`src/rtl/simdev_arb.sv`:
```
// Round-robin front end for one shared SimDev adder. It grants one requester,
// pulses ena, waits for ok or a timeout, and returns a single tagged response.
module simdev_arb #(
  parameter int NREQ    = 4,
  parameter int TIMEOUT = 15,
  parameter int IDW     = $clog2(NREQ)
) (
  input  logic              clk,
  input  logic              rst,
  input  logic [NREQ-1:0]   req_valid,
  input  logic [NREQ*8-1:0] req_a,
  input  logic [NREQ*8-1:0] req_b,
  output logic [NREQ-1:0]   req_ready,
  output logic              rsp_valid,
  output logic [IDW-1:0]    rsp_id,
  output logic [7:0]        rsp_data,
  output logic              rsp_err,
  output logic              busy,
  output logic              dev_ena,
  output logic [7:0]        dev_a,
  output logic [7:0]        dev_b,
  input  logic [7:0]        dev_out,
  input  logic              dev_ok
);

  localparam int CW = $clog2(TIMEOUT + 1);

  typedef enum logic [1:0] {IDLE, ISSUE, WAIT, RESP} state_t;

  state_t          state;
  logic [IDW-1:0]  last;
  logic [IDW-1:0]  cur_id;
  logic [IDW-1:0]  grant_id;
  logic            grant_vld;
  logic [CW-1:0]   wcnt;

  function automatic logic [IDW-1:0] rr_idx(input logic [IDW-1:0] base, input int k);
    return IDW'((int'(base) + k) % NREQ);
  endfunction

  // Scan starts just after the last winner, so that winner is checked last.
  always_comb begin
    grant_vld = 1'b0;
    grant_id  = '0;
    for (int k = 1; k <= NREQ; k++) begin
      if (!grant_vld && req_valid[rr_idx(last, k)]) begin
        grant_vld = 1'b1;
        grant_id  = rr_idx(last, k);
      end
    end
  end

  assign req_ready = (state == IDLE && grant_vld) ? (NREQ'(1) << grant_id) : '0;

  always_ff @(posedge clk) begin
    if (rst) begin
      state     <= IDLE;
      last      <= IDW'(NREQ - 1);
      cur_id    <= '0;
      wcnt      <= '0;
      rsp_valid <= 1'b0;
      rsp_id    <= '0;
      rsp_data  <= '0;
      rsp_err   <= 1'b0;
      busy      <= 1'b0;
      dev_ena   <= 1'b0;
      dev_a     <= '0;
      dev_b     <= '0;
    end else begin
      dev_ena   <= 1'b0;
      rsp_valid <= 1'b0;
      case (state)
        IDLE: begin
          if (grant_vld) begin
            dev_a   <= req_a[{grant_id, 3'b000} +: 8];
            dev_b   <= req_b[{grant_id, 3'b000} +: 8];
            cur_id  <= grant_id;
            last    <= grant_id;
            dev_ena <= 1'b1;
            busy    <= 1'b1;
            state   <= ISSUE;
          end
        end
        ISSUE: begin
          wcnt  <= '0;
          state <= WAIT;
        end
        WAIT: begin
          wcnt <= wcnt + 1'b1;
          // ok is checked first so a same-cycle ok beats the timeout.
          if (dev_ok) begin
            rsp_data  <= dev_out;
            rsp_err   <= 1'b0;
            rsp_valid <= 1'b1;
            rsp_id    <= cur_id;
            state     <= RESP;
          end else if (wcnt == CW'(TIMEOUT - 1)) begin
            rsp_data  <= '0;
            rsp_err   <= 1'b1;
            rsp_valid <= 1'b1;
            rsp_id    <= cur_id;
            state     <= RESP;
          end
        end
        RESP: begin
          busy  <= 1'b0;
          state <= IDLE;
        end
        default: state <= IDLE;
      endcase
    end
  end

endmodule

```
`config.mk`:
```
export PLATFORM = sky130hd
export DESIGN_NAME = simdev_arb
export DESIGN_NICKNAME = d
export VERILOG_FILES = /design/src/rtl/simdev_arb.sv
export SDC_FILE = /design/constraint.sdc
export NUM_CORES = 1
export LEC_CHECK = 0
export ABC_AREA = 1
export BUFFER_PORTS_ARGS = -buffer_cell sky130_fd_sc_hd__buf_2
export CAP_MARGIN = 20
export CORE_MARGIN = 2
export CORE_UTILIZATION = 48
export DETAILED_ROUTE_END_ITERATION = 8
export GPL_TIMING_DRIVEN = 0
export PLACE_DENSITY = 0.81
export RECOVER_POWER = 50
export SYNTH_ARGS = -nofsm -noshare
export SYNTH_HDL_FRONTEND = slang
export SYNTH_SLANG_ARGS = --single-unit
```
`constraint.sdc`:
```
create_clock -name clk -period 2.9 [get_ports clk]
set_clock_uncertainty 0.05 [all_clocks]
set_input_delay 0.725 -clock clk [delete_from_list [all_inputs] [get_ports clk]]
set_output_delay 0.725 -clock clk [all_outputs]
set_load 0.05 [all_outputs]
```
==> impl_metrics.py <==
metrics = {
    "run": {
        "maxCapViolCount": 0,
    },
    "final_layout": {
        "final_cell_mix": "nand2_1 (139), buf_2 (77), inv_1 (47)",
        "antenna_cells": 0,
        "drive_gt1_share_pct": 27.6,
        "fin_nets": 616,
        "design_area_um2": 3410,
        "fin_util_pct": 66.3,
        "fin_cells": 602,
        "final_common_cell": "nand2_1",
        "syn2layout_area_growth_pct": 32.4,
    },
    "timing": {
        "slew_viol_final": 0,
        "timing.final.ws_setup_ps": 102,
        "slew_headroom_pct": 58.1,
        "hold_violations": 0,
        "post-route-min-period_ps": 2800,
        "setup_viol": 0,
        "rsz0062_at_grt": "true",
        "period_share_pct": 96.5,
        "fmax_mhz": 357,
        "worstMarginPinSlew_ps": 631,
    },
    "detailed_routing": {
        "num_vias": 2893,
        "detail_route.vias_per_cell": 4.81,
        "drtIter0Drc": 102,
        "wl_per_cell_um": 11.5,
        "finalWirelength_um": 6910,
        "dr.pass1.iters": 4,
        "drc": 0,
        "antenna_left": 0,
    },
    "yosys": {
        "synth_cell_type_count": 31,
        "synth-seq-cells": 40,
        "syn_area_um2": 2570,
        "dominantRegCellSynth": "dfxtp_1",
        "netlist_instances": 410,
        "synth_nets": 495,
        "ys_top_cells_by_area": "dfxtp_1 (31%), nand2_1 (21%), nand3_1 (8.7%)",
        "avgSynthCellArea_um2": 6.28,
        "async_flop_share_pct": 0,
        "ys_seq_area_share_pct": 31.1,
        "synth_edf_count": 0,
        "synth_top_area_share_pct": 31.1,
        "yosys.area.top_type": "dfxtp_1",
        "yosys_warnings": 0,
    },
    "critical_path": {
        "slowest_stage": "dfxtp_1",
        "start_kind": "flip-flop",
        "worst_setup_path_end_kind": "primary output",
        "crit_required_ps": 2120,
        "crit_type": "reg -> out",
        "worstPathCellList": "buf_6, inv_6, nand2_1, nand2_1, nand2_1, nand2_2, nand2_2, nand2_1, nand2_2, nand2_8, nand2_2, nor2_2, buf_6",
        "crit_arrival_ps": 2020,
        "rr_worst_depth": 15,
        "critPathMaxStageDelay_ps": 310,
        "worst-path-buf-inv": 3,
        "cp.depth": 13,
        "crit_family": "simple AND/OR/NAND/NOR gates",
        "crit_fanout": 17,
    },
    "grt": {
        "antenna_found_initial": 0,
        "grtUsageTotal_pct": 22.6,
        "grt_pass1_vias": 2632,
        "grt_pass1_wl_um": 11100,
        "grt_max_degree": 20,
        "gr-total-overflow": 0,
    },
    "clocking": {
        "cts_root_buf": "clkbuf_8",
        "htree_num_levels": 2,
        "cts_buffers": 5,
        "clock_sinks": 40,
        "clk_latency_ps": 300,
        "clkTransAtPathRegs_ps": 80,
        "clockBufferDepth": 2,
        "cts_tree": "built",
    },
    "hold_path": {
        "holdCritPathClass": "reg -> reg",
        "min_path_cells": 2,
    },
    "floorplan": {
        "coreArea_um2": 5140,
        "fp.dieW_um": 77.2,
        "initial_core_util_pct": 50.1,
        "dieHeight_um": 77.2,
        "io_pins": 113,
        "fp-row-count": 26,
        "die_area_um2": 5970,
    },
    "pwr": {
        "leakage_nw": 1.84,
        "total_power_mw": 4.73,
        "ir_drop_mv": 0.744,
        "power_density_nw_per_um2": 1390,
    },
    "run_status": {
        "status": "complete, no violations",
    },
    "place": {
        "port_buffers": 112,
        "dp_cells": 592,
        "gp_congestion": 0.848,
        "place_ws_ps": -204,
        "dp_hpwl_um": 5260,
        "placed_area_um2": 3240,
    },
}
## logic make-up after synthesis
logic type      share of synthesized area [%]
simple gates                             46.8
buf+inv                                  12.6
flops                                    31.1
compound gates                           6.56
fa+ha+maj                                2.92
## routing by layer
layer	up-vias	wire length, um	GRT usage (%)
met2	119	3310	42.2
met5	-	0	0
met3	8	545	5.18
met4	0	81	5.00
met1	1250	2970	26.0
li1	1516	-	-
## sequential cells by signal, indices dropped and copies added (netlist names)
name	cells
rsp_data	8
dev_b	8
rsp_err	1
dev_a	8
dev_ena	1
rsp_valid	1
wcnt	4
cur_id	2
state	2
busy	1
last	2
rsp_id	2
## power breakdown
group	internal, mW	total (mW)	switching (mW)	leakage (nW)
logic	1.10	3.44	2.33	1.46
registers	0.725	0.819	0.0939	0.329
clock network	0.259	0.471	0.211	0.0548
total	2.09	4.73	2.64	1.84
## synth_stat cells, drive strengths merged, types with 2 or more instances
cell type and count:
a21oi 18, and3 2, buf 11, clkbuf 4, clkinv 2, dfxtp 40, ha 6, inv 54
nand2 156, nand3 54, nor2 46, nor3 5, o211ai 2, o21ai 6
## stage by stage
stage | setup TNS (ps) | hold WS [ps]
2_1_floorplan | -58.4 | 392
3_3_place_gp | -260 | 396
3_5_place_dp | -379 | 403
4_1_cts | 0 | 415
5_1_grt | -86.2 | 439
6_report | 0 | 416
## path summary, 6_finish.rpt
check / startpoint / endpoint / slack [ps]
hold / removal: rsp_data[1] / rsp_data[1] / 420
setup / recovery: last[0] / req_ready[1] / 100
setup reg to reg: last[0] / dev_a[0] / 760
hold reg to reg: rsp_data[1] / rsp_data[1] / 420
## worst reg2reg max path, cell delays in order (launching register included)
cell,delay (ps)
dfxtp_1,310
buf_6,150
inv_6,110
nand2_2,70
nand2_2,90
nand2_2,80
nand2_4,110
nor2_8,50
nand3_4,90
buf_4,160
buf_1,350
nand3_1,130
nand3_1,140
nand3_2,90
nand2_1,60
inv_1,30
## what timing repair did
item / 4_1_cts / 5_1_grt
cloned: 0 / 0
setup buffers: 2 / 2
setup endpoints to repair: 4 / 4
pin swaps: 1 / 2
gates resized for setup: 9 / 16
hold buffers: 0 / 0
## cell type report
cell class                 instances  area [um^2]
tap                               70         87.6
buffer                            13          103
inverter                          56          218
clock buffer                       5         68.8
clock inverter                     3         46.3
fill                             491         1730
timing repair buffer             116          577
sequential                        40          802
multi-input combinational        299         1510
No activity file was read; power rests on OpenSTA's default activity.
